$ cat src/rtl/eq_fifo_pkg.sv
// Shared types and default widths for the equaliser FIFO writer/reader pair.
package eq_fifo_pkg;

  localparam int unsigned DROP_CNT_W     = 16;
  localparam int unsigned EQ_D_WIDTH     = 24;
  localparam int unsigned EQ_USEDW_WIDTH = 3;
  localparam int unsigned EQ_HOLD_DEPTH  = 2;

  typedef enum logic [1:0] {
    IDLE   = 2'd0,
    STREAM = 2'd1,
    STALL  = 2'd2
  } wr_state_e;

  // Pointer width for a circular buffer; never below one bit.
  function automatic int unsigned ptr_w(input int unsigned depth);
    return (depth > 1) ? $clog2(depth) : 1;
  endfunction

  // Counter width able to hold 0..depth inclusive.
  function automatic int unsigned cnt_w(input int unsigned depth);
    return $clog2(depth + 1);
  endfunction

endpackage

$ cat src/rtl/fifo_writer_hold.sv
// Small circular holding buffer: read/write pointers plus an occupancy count.
module fifo_writer_hold
  import eq_fifo_pkg::*;
#(
  parameter int unsigned D_WIDTH = EQ_D_WIDTH,
  parameter int unsigned DEPTH   = EQ_HOLD_DEPTH
) (
  input  logic                      i_clk,
  input  logic                      i_rst_n,
  input  logic                      i_push,
  input  logic                      i_pop,
  input  logic [D_WIDTH-1:0]        i_wdata,
  output logic [D_WIDTH-1:0]        o_rdata_c,
  output logic [cnt_w(DEPTH)-1:0]   o_count,
  output logic                      o_full_c,
  output logic                      o_empty_c
);

  localparam int unsigned PTR_W = ptr_w(DEPTH);
  localparam int unsigned CNT_W = cnt_w(DEPTH);

  logic [D_WIDTH-1:0] r_mem [DEPTH];
  logic [PTR_W-1:0]   r_wptr;
  logic [PTR_W-1:0]   r_rptr;
  logic [CNT_W-1:0]   r_count;

  function automatic logic [PTR_W-1:0] ptr_inc(input logic [PTR_W-1:0] p);
    return (p == PTR_W'(DEPTH - 1)) ? '0 : p + PTR_W'(1);
  endfunction

  // Pointer and occupancy bookkeeping; push+pop together leaves count as is.
  always_ff @(posedge i_clk or negedge i_rst_n) begin
    if (!i_rst_n) begin
      r_wptr  <= '0;
      r_rptr  <= '0;
      r_count <= '0;
    end else begin
      if (i_push) r_wptr <= ptr_inc(r_wptr);
      if (i_pop)  r_rptr <= ptr_inc(r_rptr);
      case ({i_push, i_pop})
        2'b10:   r_count <= r_count + CNT_W'(1);
        2'b01:   r_count <= r_count - CNT_W'(1);
        default: r_count <= r_count;
      endcase
    end
  end

  // Sample storage; contents are don't-care while count says empty.
  always_ff @(posedge i_clk) begin
    if (i_push) r_mem[r_wptr] <= i_wdata;
  end

  assign o_rdata_c = r_mem[r_rptr];
  assign o_count   = r_count;
  assign o_full_c  = (r_count == CNT_W'(DEPTH));
  assign o_empty_c = (r_count == '0);

endmodule

$ cat src/rtl/fifo_writer.sv
// Buffers incoming samples and issues registered writes into a downstream FIFO
// without ever overfilling it. Optional macro FIFO_WRITER_DROP_CNT_EN builds a
// 16-bit saturating dropped-sample counter; otherwise drop_cnt_o is zero.
module fifo_writer
  import eq_fifo_pkg::*;
#(
  parameter int unsigned D_WIDTH     = EQ_D_WIDTH,
  parameter int unsigned USEDW_WIDTH = EQ_USEDW_WIDTH,
  parameter int unsigned HOLD_DEPTH  = EQ_HOLD_DEPTH
) (
  input  logic                   clk_i,
  input  logic                   nrst_i,
  input  logic [D_WIDTH-1:0]     data_i,
  input  logic                   ena_i,
  output logic                   ready_o,
  input  logic                   full_i,
  input  logic [USEDW_WIDTH-1:0] usedw_i,
  output logic                   wrreq_o,
  output logic [D_WIDTH-1:0]     data_o,
  output logic                   ovf_o,
  output logic [DROP_CNT_W-1:0]  drop_cnt_o
);

  localparam int unsigned CNT_W = cnt_w(HOLD_DEPTH);

  wr_state_e          r_state;
  wr_state_e          w_state_nxt;
  logic               r_wrreq;
  logic               r_ovf;
  logic [D_WIDTH-1:0] r_data;

  logic               w_push;
  logic               w_pop;
  logic               w_drop;
  logic               w_issue_ok;
  logic               w_fifo_last;
  logic               w_full;
  logic               w_empty;
  logic               w_last_out;
  logic [CNT_W-1:0]   w_count;
  logic [D_WIDTH-1:0] w_head;

  // A write in flight may be filling the last free slot; usedw_i has not seen it yet.
  assign w_fifo_last = r_wrreq & (usedw_i == {USEDW_WIDTH{1'b1}});
  assign w_issue_ok  = ~full_i & ~w_fifo_last;

  assign ready_o = ~w_full | w_pop;
  assign w_push  = ena_i & ready_o;
  assign w_drop  = ena_i & ~ready_o;

  fifo_writer_hold #(
    .D_WIDTH (D_WIDTH),
    .DEPTH   (HOLD_DEPTH)
  ) u_hold (
    .i_clk     (clk_i),
    .i_rst_n   (nrst_i),
    .i_push    (w_push),
    .i_pop     (w_pop),
    .i_wdata   (data_i),
    .o_rdata_c (w_head),
    .o_count   (w_count),
    .o_full_c  (w_full),
    .o_empty_c (w_empty)
  );

  // FSM state register; IDLE tracks an empty holding buffer exactly.
  always_ff @(posedge clk_i or negedge nrst_i) begin
    if (!nrst_i) r_state <= IDLE;
    else         r_state <= w_state_nxt;
  end

  // Next state from next-cycle occupancy and the current issue permission.
  always_comb begin
    w_state_nxt = r_state;
    w_last_out  = w_pop & ~w_push & (w_count == CNT_W'(1));
    if ((w_empty & ~w_push) | w_last_out) w_state_nxt = IDLE;
    else if (w_issue_ok)                  w_state_nxt = STREAM;
    else                                  w_state_nxt = STALL;
  end

  // Pop whenever something is held and the FIFO can take a write.
  always_comb begin
    w_pop = 1'b0;
    if (r_state != IDLE) w_pop = w_issue_ok;
  end

  // Registered FIFO write port and sticky overflow flag.
  always_ff @(posedge clk_i or negedge nrst_i) begin
    if (!nrst_i) begin
      r_wrreq <= 1'b0;
      r_data  <= '0;
      r_ovf   <= 1'b0;
    end else begin
      r_wrreq <= w_pop;
      if (w_pop)  r_data <= w_head;
      if (w_drop) r_ovf  <= 1'b1;
    end
  end

`ifdef FIFO_WRITER_DROP_CNT_EN
  logic [DROP_CNT_W-1:0] r_drop_cnt;

  // Saturating count of samples refused while the buffer was full.
  always_ff @(posedge clk_i or negedge nrst_i) begin
    if (!nrst_i)                            r_drop_cnt <= '0;
    else if (w_drop && (r_drop_cnt != '1))  r_drop_cnt <= r_drop_cnt + DROP_CNT_W'(1);
  end

  assign drop_cnt_o = r_drop_cnt;
`else
  assign drop_cnt_o = '0;
`endif

  assign wrreq_o = r_wrreq;
  assign data_o  = r_data;
  assign ovf_o   = r_ovf;

endmodule

$ cat config.mk
export PLATFORM = sky130hd
export DESIGN_NAME = fifo_writer
export DESIGN_NICKNAME = d
export VERILOG_FILES = /design/src/rtl/eq_fifo_pkg.sv /design/src/rtl/fifo_writer_hold.sv /design/src/rtl/fifo_writer.sv
export SDC_FILE = /design/constraint.sdc
export NUM_CORES = 1
export LEC_CHECK = 0
export ABC_AREA = 1
export ABC_CLOCK_PERIOD_IN_PS = 3500
export BUFFER_PORTS_ARGS = -buffer_cell sky130_fd_sc_hd__buf_2
export CAP_MARGIN = 0
export CORE_ASPECT_RATIO = 1.1
export CORE_MARGIN = 2
export CORE_UTILIZATION = 41
export CTS_CLUSTER_SIZE = 12
export DETAILED_ROUTE_END_ITERATION = 8
export PLACE_DENSITY_LB_ADDON = 0.2
export SKIP_CTS_REPAIR_TIMING = 1
export SLEW_MARGIN = 25
export SYNTH_ARGS = -nofsm -noshare
export SYNTH_HDL_FRONTEND = slang
export SYNTH_SLANG_ARGS = --single-unit
$ cat constraint.sdc
create_clock -name clk_i -period 3.5 [get_ports clk_i]
set_input_delay 0.525 -clock clk_i [delete_from_list [all_inputs] [get_ports clk_i]]
set_output_delay 0.525 -clock clk_i [all_outputs]
set_load 0.01 [all_outputs]
==> metrics.txt <==
status=complete, no violations; Crit. End Element=output port; total gr overflow=0; initial DRC count=96; Setup CP Type=flop to output port; Final TNS setup=0 ns; Syn Inst Count=239; startpoint types=flop; post-synthesis sequential area ratio=a little under three quarters; antenna violations before repair=0; Sequential Area=2240 um^2; maximum clock frequency=0.446 GHz; # DRC=0; Via Count=~1800; Clock H-tree levels=3; Clk pwr share=a little over a fifth; 1st-pass router iterations=4; hold crit path type=input port to async pin; Critical Path RT=about 3.0 ns; layout cells sized above 1=a little over a quarter; Int Power=slightly below 0.002 W; largest net degree at the start of global routing=53; final critical-path required period=~2.2 ns; CTS max path bufs=2; clk root buf=clkbuf_8; P_sw=around 0.00095 W; I/O pins=74; Post-Syn Area=around 3100 um^2; Layout Nets=between 300 and 400; Rel. slew slack=41.9%; die area=around 8400 um^2; drt total wl=around 5.2 mm; final period utilization=~64%; Rows=33; Syn. warnings=0; Die H=95.7 um; vias in the first global route=1706; Final Util=between 40% and 50%; clock sink total=80; Starting Density=between 40% and 50%; Worst Path Max Fanout=52; fin. max-slew vios=0; area of the multi-input gates=711 um^2; core box area=7430 um^2; Antenna Nets Post-Route=0; gpl congestion=0.695; Port-buffer cells=between 50 and 60; GR Util All Layers=between 10% and 20%; Worst EP arrival=1.72 ns; PD cells=roughly 800 nW/um^2; switch share=32.8%; FILL cells=691; CTS tree=done; Worst VDD drop=0.000314 V; CTS buffer count=9; Worst-path clk slew=around 0.070 ns; Hold Fails Final Rpt=0; Final Skew=around 0.0065 ns; max-cap viol count=0; # setup viols final=0; Die X=a little under 90 um; area grow syn2layout=14.1%; RSZ-0062 raised after global routing=no; Comb power frac=between 20% and 30%; HPWL after detailed placement=3.34 mm; via/cell ratio=around 4.6; Routed wire per std cell=13.4 um; Yosys cell types=22; n_diodes=0; Syn Area/Cell=about 13 um^2; Reg power frac=slightly above 50%; FF+latch count, synth=80; first-pass GRT wire length=8.34 mm; Skew-Pair Late Insertion Delay=about 0.33 ns; Worst Tran Pin Value=approximately 0.87 ns; leakage dissipation=~1.6 nW
==> critical path: stages, from the launching register on <==
cell and delay, ns:
dfrtp_1 0.38, nand2_1 0.06, inv_1 0.04, nand2_2 0.08
nand3_4 0.42, nand2_4 0.24, buf_2 0.15
==> layout make-up <==
| type | instances | share of cell area [%] |
|---|---|---|
| flip-flops and latches | 80 | 62.7 |
| multi-input cells | 139 | 19.9 |
| repair buffers | 59 | 8.40 |
| clock buffers | 11 | 3.67 |
| well taps | 87 | 3.04 |
| clock inverters | 5 | 1.36 |
| inverters | 9 | 0.945 |
==> metal layers <==
layer | up-vias | wire (um) | GRT usage (%)
met3 | 2 | 318 | 4.33
met4 | 0 | 30 | 5.38
met1 | 843 | 2310 | 17.8
met5 | - | 0 | 0
li1 | 900 | - | -
met2 | 61 | 2560 | 20.9
==> power by group through the flow <==
stage | Clock, W | Combinational, W | Sequential, W
2_1_floorplan | 0 | 0.000542 | 0.00152
3_3_place_gp | 0 | 0.000793 | 0.00151
3_5_place_dp | 0 | 0.000815 | 0.00151
4_1_cts | 0.000651 | 0.000817 | 0.00149
5_1_grt | 0.000689 | 0.000909 | 0.00153
6_report | 0.000631 | 0.000790 | 0.00149
==> flip-flops by register name, summed over array words and instances (netlist names) <==
name            cells
u_hold.r_wptr       1
data_o             24
u_hold.r_mem       48
u_hold.r_rptr       1
r_state             2
ovf_o               1
wrreq_o             1
u_hold.o_count      2
==> cell usage after synthesis <==
cell	instances	area, um^2
a21oi_1	1	5.00
a31o_2	1	8.76
buf_2	2	10.0
buf_4	20	150
buf_6	4	45.0
conb_1	1	3.75
dfrtp_1	32	801
edfxtp_1	48	1440
ha_1	4	50.1
inv_1	8	30.0
inv_2	1	3.75
nand2_1	31	116
nand2_2	1	6.26
nand2_4	2	22.5
nand3_4	1	17.5
nor2_1	52	195
nor2_2	1	6.26
o21ai_0	1	5.00
o31ai_1	24	180
or2_4	1	8.76
xnor2_1	2	17.5
xor2_1	1	8.76
==> final timing paths <==
kind	from	cells past startpoint	slack, ns	endpoint
setup / recovery	wrreq_o	6	1.26	ready_o
hold / removal	nrst_i	1	0.25	data_o[23]
setup reg to reg	wrreq_o	8	1.41	u_hold.r_mem[1][21]
hold reg to reg	ovf_o	1	0.47	ovf_o
max in group asynchronous	nrst_i	1	2.77	data_o[5]
min in group clk_i	data_i[12]	1	0.37	u_hold.r_mem[0][12]
==> cell usage in the layout, fill, tap and decap left out, drive strengths merged <==
cell and count:
a21oi 1, a31o 1, buf 59, bufinv 1, clkbuf 11, clkinv 4
conb 16, dfrtp 32, edfxtp 48, ha 4, inv 9, nand2 34
nand3 1, nor2 53, o21ai 1, o31ai 24, or2 1, xnor2 2
xor2 1
==> per-stage QoR <==
step           instance area (um^2)  total power (W)  hold WS (ns)  cells  worst slack [ns]
2_1_floorplan                  3190          0.00206         0.229    254              1.09
3_3_place_gp                   3400          0.00230         0.450    374              1.18
3_5_place_dp                   3400          0.00233         0.453    374              1.15
4_1_cts                        3580          0.00296         0.278    390              1.20
5_1_grt                        3580          0.00312         0.303    390              1.07
6_report                       3580          0.00291         0.251    390              1.26
==> logic make-up (layout without fill, tap and decap cells) <==
| group | count (synthesis) | in the layout | share of synthesized area (%) |
|---|---|---|---|
| buf+inv | 35 | 84 | 7.63 |
| fa+ha+maj | 4 | 4 | 1.60 |
| xor+xnor | 3 | 3 | 0.839 |
| flops | 80 | 80 | 71.6 |
| other cells | 1 | 16 | 0.120 |
| simple gates | 89 | 89 | 11.9 |
| compound gates | 27 | 27 | 6.35 |
Note: power is estimated with default switching activity, not from simulation.
